**src/rtl/arith_expr_seq_pkg.sv**
```systemverilog
// Shared FSM encoding and width helpers for the arith_expr_seq evaluator.
package arith_pkg;

    typedef enum logic [2:0] {
        ST_IDLE = 3'd0,
        ST_DIV  = 3'd1,
        ST_MUL1 = 3'd2,
        ST_MUL2 = 3'd3,
        ST_DONE = 3'd4
    } state_t;

    // Result width: W-bit quotient * (W+1)-bit sum * (W+1)-bit signed difference.
    function automatic int unsigned p_w_of(input int unsigned w);
        return 3 * w + 3;
    endfunction

endpackage

```
**src/rtl/arith_expr_seq_if.sv**
```systemverilog
// Operand/result handshake bundle for arith_expr_seq; master drives operands, slave is the evaluator.
interface arith_expr_seq_if #(
    parameter int unsigned W = 8
);
    localparam int unsigned P_W = arith_pkg::p_w_of(W);

    logic                  in_valid;
    logic                  in_ready;
    logic [W-1:0]          A;
    logic [W-1:0]          B;
    logic [W-1:0]          C;
    logic [W-1:0]          D;
    logic [W-1:0]          E;
    logic [W-1:0]          F;
    logic                  out_valid;
    logic                  out_ready;
    logic signed [P_W-1:0] P;
    logic                  div_zero;

    modport master (
        output in_valid, A, B, C, D, E, F, out_ready,
        input  in_ready, out_valid, P, div_zero
    );

    modport slave (
        input  in_valid, A, B, C, D, E, F, out_ready,
        output in_ready, out_valid, P, div_zero
    );

endinterface

```
**src/rtl/arith_expr_seq_divider.sv**
```systemverilog
// Restoring divider: one quotient bit per cycle, MSB first, W cycles per operation.
// A zero divisor never fails the trial subtract, so the quotient comes out all ones.
module seq_divider #(
    parameter int unsigned W = 8
) (
    input  logic         sys_clk,
    input  logic         sys_rst,
    input  logic         start,
    input  logic [W-1:0] dividend,
    input  logic [W-1:0] divisor,
    output logic         busy,
    output logic         done,
    output logic [W-1:0] quotient,
    output logic         div_zero
);
    localparam int unsigned CW = $clog2(W + 1);

    logic [CW-1:0] cnt;
    logic [W-1:0]  rem;
    logic [W-1:0]  quot_sr;
    logic [W-1:0]  dsor;
    logic [W:0]    shifted;
    logic          fits;

    assign shifted  = {rem, quot_sr[W-1]};
    assign fits     = (shifted >= {1'b0, dsor});
    assign busy     = (cnt != '0);
    // High during the cycle whose closing edge produces the last quotient bit.
    assign done     = (cnt == CW'(1));
    assign quotient = quot_sr;

    always_ff @(posedge sys_clk or posedge sys_rst) begin
        if (sys_rst) begin
            cnt      <= '0;
            rem      <= '0;
            quot_sr  <= '0;
            dsor     <= '0;
            div_zero <= 1'b0;
        end else if (start) begin
            cnt      <= CW'(W);
            rem      <= '0;
            quot_sr  <= dividend;
            dsor     <= divisor;
            div_zero <= (divisor == '0);
        end else if (busy) begin
            cnt <= cnt - CW'(1);
            if (fits) begin
                rem     <= W'(shifted - {1'b0, dsor});
                quot_sr <= {quot_sr[W-2:0], 1'b1};
            end else begin
                rem     <= shifted[W-1:0];
                quot_sr <= {quot_sr[W-2:0], 1'b0};
            end
        end
    end

endmodule

```
**src/rtl/arith_expr_seq.sv**
```systemverilog
// Sequential evaluator of P = (A / B) * (C + D) * (E - F): valid/ready operand port,
// W-cycle restoring divide, two registered multiply stages, result held until taken.
module arith_expr_seq
    import arith_pkg::*;
#(
    parameter int unsigned W = 8
) (
    input logic             sys_clk,
    input logic             sys_rst,
    arith_expr_seq_if.slave bus
);
    localparam int unsigned P_W  = p_w_of(W);
    localparam int unsigned S1_W = 2 * W + 1;

    state_t state;
    state_t state_next;

    logic in_ready;
    logic out_valid;
    logic accept;
    logic s1_load;
    logic p_load;

    logic [W-1:0] c_q;
    logic [W-1:0] d_q;
    logic [W-1:0] e_q;
    logic [W-1:0] f_q;

    logic [W:0]            add;
    logic signed [W:0]     sub;
    logic [S1_W-1:0]       s1;
    logic signed [P_W-1:0] prod;
    logic signed [P_W-1:0] p_q;
    logic                  dz_q;

    logic         div_busy;
    logic         div_done;
    logic         div_dz;
    logic [W-1:0] quot;

    // A and B are captured inside the divider on the accept edge.
    seq_divider #(
        .W (W)
    ) u_div (
        .sys_clk  (sys_clk),
        .sys_rst  (sys_rst),
        .start    (accept),
        .dividend (bus.A),
        .divisor  (bus.B),
        .busy     (div_busy),
        .done     (div_done),
        .quotient (quot),
        .div_zero (div_dz)
    );

    always_ff @(posedge sys_clk or posedge sys_rst) begin
        if (sys_rst) begin
            state <= ST_IDLE;
        end else begin
            state <= state_next;
        end
    end

    always_comb begin
        state_next = state;
        unique case (state)
            ST_IDLE: if (accept)        state_next = ST_DIV;
            ST_DIV:  if (div_done)      state_next = ST_MUL1;
            ST_MUL1:                    state_next = ST_MUL2;
            ST_MUL2:                    state_next = ST_DONE;
            ST_DONE: if (bus.out_ready) state_next = ST_IDLE;
            default:                    state_next = ST_IDLE;
        endcase
    end

    always_comb begin
        in_ready  = 1'b0;
        out_valid = 1'b0;
        s1_load   = 1'b0;
        p_load    = 1'b0;
        unique case (state)
            ST_IDLE: in_ready  = !div_busy;
            ST_MUL1: s1_load   = 1'b1;
            ST_MUL2: p_load    = 1'b1;
            ST_DONE: out_valid = 1'b1;
            default: ;
        endcase
    end

    assign accept = bus.in_valid && in_ready;

    assign add  = {1'b0, c_q} + {1'b0, d_q};
    assign sub  = $signed({1'b0, e_q}) - $signed({1'b0, f_q});
    // s1 is an unsigned magnitude; a zero MSB makes it a non-negative signed factor.
    assign prod = P_W'($signed({1'b0, s1})) * P_W'(sub);

    always_ff @(posedge sys_clk or posedge sys_rst) begin
        if (sys_rst) begin
            c_q  <= '0;
            d_q  <= '0;
            e_q  <= '0;
            f_q  <= '0;
            s1   <= '0;
            p_q  <= '0;
            dz_q <= 1'b0;
        end else begin
            if (accept) begin
                c_q <= bus.C;
                d_q <= bus.D;
                e_q <= bus.E;
                f_q <= bus.F;
            end
            if (s1_load) begin
                s1 <= S1_W'(quot) * S1_W'(add);
            end
            if (p_load) begin
                p_q  <= prod;
                dz_q <= div_dz;
            end
        end
    end

    assign bus.in_ready  = in_ready;
    assign bus.out_valid = out_valid;
    assign bus.P         = p_q;
    assign bus.div_zero  = dz_q;

endmodule

```
**src/flat_wrapper.sv**
```systemverilog
// flat-port wrapper written by rule: the top's interface ports become plain ports
module arith_expr_seq_flat import arith_pkg::*;
#(
    parameter int unsigned W = 8
)
  (sys_clk, sys_rst, bus_in_valid, bus_A, bus_B, bus_C, bus_D, bus_E, bus_F, bus_out_ready, bus_in_ready, bus_out_valid, bus_P, bus_div_zero);
  arith_expr_seq_if #(.W(W)) bus_i ();
  input logic sys_clk;
  input logic sys_rst;
  input wire logic [$bits(bus_i.in_valid)-1:0] bus_in_valid;
  input wire logic [$bits(bus_i.A)-1:0] bus_A;
  input wire logic [$bits(bus_i.B)-1:0] bus_B;
  input wire logic [$bits(bus_i.C)-1:0] bus_C;
  input wire logic [$bits(bus_i.D)-1:0] bus_D;
  input wire logic [$bits(bus_i.E)-1:0] bus_E;
  input wire logic [$bits(bus_i.F)-1:0] bus_F;
  input wire logic [$bits(bus_i.out_ready)-1:0] bus_out_ready;
  output wire logic [$bits(bus_i.in_ready)-1:0] bus_in_ready;
  output wire logic [$bits(bus_i.out_valid)-1:0] bus_out_valid;
  output wire logic [$bits(bus_i.P)-1:0] bus_P;
  output wire logic [$bits(bus_i.div_zero)-1:0] bus_div_zero;
  assign bus_i.in_valid = bus_in_valid;
  assign bus_i.A = bus_A;
  assign bus_i.B = bus_B;
  assign bus_i.C = bus_C;
  assign bus_i.D = bus_D;
  assign bus_i.E = bus_E;
  assign bus_i.F = bus_F;
  assign bus_i.out_ready = bus_out_ready;
  assign bus_in_ready = bus_i.in_ready;
  assign bus_out_valid = bus_i.out_valid;
  assign bus_P = bus_i.P;
  assign bus_div_zero = bus_i.div_zero;
  arith_expr_seq #(.W(W)) u_core (.sys_clk(sys_clk), .sys_rst(sys_rst), .bus(bus_i));
endmodule
```
**config.mk**
```make
export PLATFORM = sky130hd
export DESIGN_NAME = arith_expr_seq_flat
export DESIGN_NICKNAME = d
export VERILOG_FILES = /design/src/rtl/arith_expr_seq_pkg.sv /design/src/rtl/arith_expr_seq_if.sv /design/src/rtl/arith_expr_seq_divider.sv /design/src/rtl/arith_expr_seq.sv /design/src/flat_wrapper.sv
export SDC_FILE = /design/constraint.sdc
export NUM_CORES = 1
export LEC_CHECK = 0
export CAP_MARGIN = 25
export CORE_MARGIN = 8
export CORE_UTILIZATION = 56
export DETAILED_ROUTE_END_ITERATION = 8
export PLACE_DENSITY_LB_ADDON = 0.12
export SLEW_MARGIN = 10
export SYNTH_ARGS = -nofsm -noshare
export SYNTH_HDL_FRONTEND = slang
export SYNTH_SLANG_ARGS = --single-unit
```
**constraint.sdc**
```tcl
create_clock -name sys_clk -period 5.95 [get_ports sys_clk]
set_input_delay 1.785 -clock sys_clk [delete_from_list [all_inputs] [get_ports sys_clk]]
set_output_delay 1.785 -clock sys_clk [all_outputs]
set_load 0.02 [all_outputs]
```
==> flow_metrics.tcl, run 1 <==
set metrics [dict create \
    status "finished with violations" \
    violations "negative setup slack" \
    final_util_pct 67.0 \
    route.top_layer_used "met4" \
    met3_length_um 1120 \
    yosys.area.top_type "fa_1" \
    layout_setup_ws_ns -0.183 \
    hold_viol_final 0 \
    netlist_area_um2 12300 \
    grt_overflow 0 \
    place.port_buffers 81 \
    grt_antenna_before_repair 0 \
    skew_ns 0.0132 \
    drive_gt1_share_pct 10.7 \
    maxCapViolCount 0 \
    die_height_um 164 \
    synth_area_leaders "fa_1, dfrtp_1, ha_1" \
    path_class "flip-flop to flip-flop" \
    clockRootBuffer "clkbuf_16" \
    relSlewSlack_pct 43.4 \
    grt_pass1_vias 9739 \
    dieArea_um2 27000 \
    die_w_um 164 \
    clk_pin_slew_ns 0.08 \
    avgViaCountPerCell 5.41 \
    startpoint_type "flip-flop" \
    critPathArrivalTime_ns 6.43 \
    syn-num-nets 1688 \
    rsz0062_at_grt "true" \
    min_path_type "flip-flop to flip-flop" \
    clock_latency_ns 0.36 \
    post-place-ws_ns -0.238 \
    wl_met2_um 13900 \
    postPlaceCellArea_um2 13900 \
    final_nets 1813 \
    final-seq-area_um2 2730 \
    drtPass1Iterations 5 \
    cts_buffers 9 \
    period_needed_ns 6.13 \
    synthMostInstantiatedCell "nand2_1" \
    tns_ns -0.625 \
    syn2layout_area_growth_pct 18.2 \
    grt_pass1_wl_um 46800 \
    grt_max_degree 58 \
    cts_htree_levels 3 \
    syn_inst 1350 \
    track_usage_pct 21.2 \
    holdBufCountCts 0 \
    m1WireLength_um 12300 \
    wire_per_inst_um 15.7 \
    setup_viol 7 \
    clock-sinks 109 \
    num_vias 9513 \
    first_iter_violations 476 \
    tritoncts "yes" \
    place.gp.congestion 0.885 \
    crit_required_ns 6.25 \
    yosys_register_bits 109 \
    ys_warn_count 0 \
    initial_core_util_pct 56.7 \
    synthDistinctLibCells 61 \
    ys.flop_type "dfrtp_1" \
    synth_top_area_share_pct 24.5 \
    dp_hpwl_um 21600 \
    avgSynthCellArea_um2 9.14 \
    critical_path_peak_fanout 3 \
    cts_buffer_depth 2 \
    ant_nets 0 \
    fillers 1812 \
    final_area_um2 14600 \
    fin_crit_sh_pct 103 \
    io_pins 82 \
    drc 0 \
    synth_edf_count 0 \
    core_area_um2 21800 \
    rows 54 \
    multi_input_area_um2 9120 \
    fmax_ghz 0.163 \
    tightest_slew_ns 0.848 \
    cp-end-kind "flip-flop" \
    postSynth.asyncResetShare_pct 100 \
    drv_slew 0 \
    synth_common_cells "nand2_1, inv_1, fa_1, ha_1, and2_1" \
    ys_seq_area_share_pct 22.1 \
    routed_wl_um 27600 \
    antenna_cells 0 \
]
## path summary, 6_finish.rpt
path	slack, ns	startpoint	endpoint	cells past startpoint
max in group asynchronous	3.17	sys_rst	u_core.s1[3]	3
min in group asynchronous	1.90	sys_rst	u_core.bus.P[20]	2
worst max-delay path	-0.18	u_core.f_q[0]	u_core.bus.P[24]	24
worst max register to register	-0.18	u_core.f_q[0]	u_core.bus.P[24]	24
worst min-delay path	0.48	u_core.bus.P[0]	u_core.bus.P[0]	2
worst min register to register	0.48	u_core.bus.P[0]	u_core.bus.P[0]	2
## per-layer routing
| layer | vias up | GRT usage, % |
|---|---|---|
| li1 | 4572 | - |
| met1 | 4736 | 28.9 |
| met2 | 181 | 35.6 |
| met3 | 24 | 3.39 |
| met4 | 0 | 4.01 |
| met5 | - | 0 |
## cell usage in the layout, fill, tap and decap left out, types with 17 or more instances in the layout
cell	Yosys	routed
clkdlybuf4s50_1	0	81
fa_1	151	149
a21o_1	17	17
a21oi_1	40	31
ha_1	135	126
dfrtp_1	109	109
nor2_1	34	33
nand2_1	240	238
and2_1	111	109
xnor2_1	25	19
o21ai_0	26	26
o21ai_1	48	42
buf_4	0	81
nand2b_1	39	39
inv_1	168	164
## cell type report
| cell class | count | area share, % |
|---|---|---|
| clock buffer | 9 | 1.54 |
| multi-input combinational | 1022 | 62.6 |
| tap | 280 | 2.40 |
| inverter | 170 | 4.39 |
| timing repair buffer | 163 | 9.81 |
| sequential | 109 | 18.7 |
| clock inverter | 7 | 0.566 |
## through the flow
stage / std cells / hold slack (ns)
floorplan: 1350 / 0.439
global placement: 1728 / 0.452
detailed placement: 1728 / 0.461
CTS: 1751 / 0.484
global route: 1760 / 0.495
finish: 1760 / 0.478
## flip-flops by register name, indices dropped and copies added, names as in the netlist, 4 cells and up
| name | cells |
|---|---|
| u_core.s1 | 17 |
| u_core.u_div.dsor | 8 |
| u_core.u_div.cnt | 4 |
| u_core.e_q | 8 |
| u_core.u_div.quotient | 8 |
| u_core.c_q | 8 |
| u_core.d_q | 8 |
| u_core.u_div.rem | 8 |
| u_core.f_q | 8 |
| u_core.bus.P | 27 |
## worst max-delay path: stages (launching register included)
cell and delay, ns:
dfrtp_1 0.42, ha_4 0.18, fa_2 0.37, o21ai_2 0.15, a21oi_2 0.08, o21bai_1 0.18
a21oi_2 0.11, o21ai_2 0.16, or2_1 0.14, fa_1 0.41, fa_1 0.54, inv_1 0.06
fa_1 0.47, fa_1 0.51, inv_1 0.05, fa_1 0.53, inv_2 0.05, ha_4 0.28
o21ai_4 0.07, nor4_4 0.31, o2111ai_2 0.22, a21oi_4 0.23, nor3b_2 0.08, or4_1 0.40
nand4_1 0.08
## cells by family after synthesis
kind of cell	after synthesis	share of synthesized area, %
simple gates	486	19.1
fa+ha+maj	286	38.2
buf+inv	219	6.71
compound gates	198	10.1
flops	109	22.1
xor+xnor	41	2.91
mux	11	0.933
## repair_timing
item / 4_1_cts / 5_1_grt
hold endpoints to repair: 0 / 0
setup endpoints to repair: 13 / 18
gates resized for setup: 22 / 26
setup buffers: 7 / 9
pin swaps: 10 / 30
Power of run 1 is not shown: default switching activity piles up to over one toggle a cycle in this logic, so the estimate is an artifact.
==> inputs of run 2 (changes only) <==
--- a/config.mk
+++ b/config.mk
@@ -8,9 +8,9 @@
 export CAP_MARGIN = 25
 export CORE_MARGIN = 8
 export CORE_UTILIZATION = 56
+export CTS_CLUSTER_DIAMETER = 40
 export DETAILED_ROUTE_END_ITERATION = 8
 export PLACE_DENSITY_LB_ADDON = 0.12
-export SLEW_MARGIN = 10
 export SYNTH_ARGS = -nofsm -noshare
 export SYNTH_HDL_FRONTEND = slang
 export SYNTH_SLANG_ARGS = --single-unit
==> results of run 2 <==
No change in the layout: final DEF, timing and power equal those of run 1.
Power of run 2 is left out for the same reason.
==> inputs of run 3 (changes only) <==
--- a/config.mk
+++ b/config.mk
@@ -13,4 +13,5 @@
 export PLACE_DENSITY_LB_ADDON = 0.12
 export SYNTH_ARGS = -nofsm -noshare
 export SYNTH_HDL_FRONTEND = slang
+export SYNTH_HIERARCHICAL = 1
 export SYNTH_SLANG_ARGS = --single-unit
==> run 3 against run 2 <==
Against the previous run:
- the flow still finishes with violations (negative setup slack)
- first-iteration DRC count shrank 4.2%
- core utilization shrank 1.0 points
- setup slack lost 0.17 ns
- critical endpoint is now u_core/bus.P[26]
- critical path depth grew 1
- cell count grew 5.2%
- synthesized area grew 7.0%
- global-route usage shrank 0.32 points
- clock skew shrank 0.0036 ns
- sequential share of layout area shrank 1.0 points
- cell area grew 5.6%
- maximum frequency shrank 2.7%
- register-to-register slack lost 0.17 ns
- largest cell class unchanged
- highest routed layer unchanged
==> flow_metrics.tcl, run 3 <==
set metrics [dict create \
    skew_ns 0.00962 \
    rsz0062_at_grt "true" \
    synthMostInstantiatedCell "nand2_1" \
    period_needed_ns 6.31 \
    ys.flop_type "dfrtp_1" \
    track_usage_pct 20.9 \
    ys_seq_area_share_pct 20.7 \
    drtPass1Iterations 5 \
    dieArea_um2 28700 \
    startpoint_type "flip-flop" \
    rows 56 \
    maxCapViolCount 0 \
    place.port_buffers 81 \
    yosys_register_bits 109 \
    ys_warn_count 6 \
    synth_common_cells "nand2_1, inv_1, fa_1, ha_1, dfrtp_1" \
    layout_common_cells "nand2_1, inv_1, fa_1" \
    die_w_um 170 \
    status "finished with violations" \
    netlist_area_um2 13200 \
    grt_pass1_wl_um 49300 \
    routed_wl_um 29100 \
    clock_latency_ns 0.36 \
    place.gp.congestion 0.840 \
    tritoncts "yes" \
    drv_slew 0 \
    synthDistinctLibCells 69 \
    initial_core_util_pct 56.6 \
    yosys.area.top_type "fa_1" \
    grt_antenna_before_repair 0 \
    clock-sinks 109 \
    final_area_um2 15400 \
    tightest_slew_ns 1.11 \
    clockRootBuffer "clkbuf_16" \
    crit_required_ns 6.25 \
    synth_area_leaders "fa_1, dfrtp_1, ha_1" \
    min_path_type "flip-flop to flip-flop" \
    die_height_um 170 \
    postPlaceCellArea_um2 14800 \
    post-place-ws_ns -0.488 \
    fin_crit_sh_pct 106 \
    wire_per_inst_um 15.7 \
    critPathArrivalTime_ns 6.61 \
    cp-end-kind "flip-flop" \
    largest_reg_flops 27 \
    violations "negative setup slack" \
    critical_path_peak_fanout 3 \
    avgSynthCellArea_um2 9.32 \
    cts_htree_levels 3 \
    holdBufCountCts 0 \
    num_vias 10214 \
    ant_nets 0 \
    path_class "flip-flop to flip-flop" \
    avgViaCountPerCell 5.52 \
    mostFrequentLayoutCell "nand2_1" \
    syn-num-nets 1755 \
    final_nets 1865 \
    hold_slack_ns 0.479 \
    cts_buffers 9 \
    synth_top_area_share_pct 22.9 \
    relSlewSlack_pct 25.3 \
    dp_hpwl_um 22800 \
    fillers 1930 \
    setup_viol 12 \
    syn2layout_area_growth_pct 16.7 \
    first_iter_violations 456 \
    grt_max_degree 52 \
    synth_edf_count 0 \
    fmax_ghz 0.159 \
    syn_inst 1417 \
    core_area_um2 23300 \
    drive_gt1_share_pct 13.5 \
    postSynth.asyncResetShare_pct 100 \
    layout_setup_ws_ns -0.356 \
    hold_viol_final 0 \
    io_pins 82 \
    grt_pass1_vias 10401 \
    cts_buffer_depth 2 \
    antenna_cells 0 \
    clk_pin_slew_ns 0.08 \
    grt_overflow 0 \
    drc 0 \
]
run 3: final timing paths:
| path | startpoint | endpoint | slack, ns | depth (start not counted) |
|---|---|---|---|---|
| min in group asynchronous | sys_rst | u_core/u_div/dsor[4] | 1.85 | 3 |
| hold / removal | u_core/bus.P[2] | u_core/bus.P[2] | 0.48 | 2 |
| setup / recovery | u_core/e_q[0] | u_core/bus.P[26] | -0.36 | 25 |
| hold reg to reg | u_core/bus.P[2] | u_core/bus.P[2] | 0.48 | 2 |
| max in group asynchronous | sys_rst | u_core/c_q[4] | 3.06 | 3 |
| setup reg to reg | u_core/e_q[0] | u_core/bus.P[26] | -0.36 | 25 |
run 3: critical path: stages (launching register included):
cell and delay [ns]:
dfrtp_1 0.38, inv_2 0.07, ha_4 0.13, fa_2 0.20, nor2b_1 0.04, o21ai_1 0.19, a21boi_2 0.09, o21a_1 0.23
o211a_1 0.25, or3_4 0.38, fa_1 0.50, fa_1 0.52, inv_2 0.04, fa_1 0.46, fa_1 0.55, inv_1 0.05
fa_1 0.49, inv_2 0.04, ha_4 0.25, o211ai_1 0.12, o21bai_4 0.20, o2111ai_4 0.17, a2111oi_4 0.45, buf_4 0.17
o2111a_1 0.18, a221o_1 0.10
run 3: what timing repair did:
action	CTS	global route
buffers inserted	6	5
setup endpoints to repair	15	22
hold endpoints to repair	0	0
pin swaps	21	24
resized for setup	19	40
run 3: stage by stage:
stage          cells  util (%)  TNS [ns]
5_1_grt         1851      66.0     -5.93
2_1_floorplan   1417         -     -1.03
6_report        1851      66.0     -1.96
3_5_place_dp    1824      63.3     -4.02
3_3_place_gp    1824      63.3     -2.65
4_1_cts         1846      65.3     -1.76
run 3: cell type report:
| type | count | area (µm²) | area share (%) |
|---|---|---|---|
| Sequential cell | 109 | 2730 | 17.7 |
| Timing Repair Buffer | 173 | 1530 | 9.95 |
| Multi-Input combinational cell | 1058 | 9770 | 63.4 |
| Inverter | 176 | 662 | 4.30 |
| Tap cell | 319 | 399 | 2.59 |
| Clock inverter | 6 | 70.1 | 0.455 |
| Clock buffer | 10 | 239 | 1.55 |
run 3: cells by family (layout without fill, tap and decap cells):
logic type | after synthesis | in the layout | share of synthesized area, %
AND/OR/NAND/NOR | 478 | 478 | 18.7
adder cells (fa/ha/maj) | 286 | 286 | 35.7
buffers and inverters | 250 | 365 | 7.50
AO/OA/AOI/OAI | 205 | 205 | 10.7
flip-flops | 109 | 109 | 20.7
multiplexers | 60 | 60 | 4.85
XOR/XNOR | 29 | 29 | 1.92
run 3: layer usage:
metal	track usage, %	up-vias	share of wire (%)
li1	-	4878	-
met4	6.54	0	2.0
met5	0	-	0
met1	26.4	5094	41
met2	36.9	201	52
met3	2.56	41	4.0
Power of run 3 is left out for the same reason.
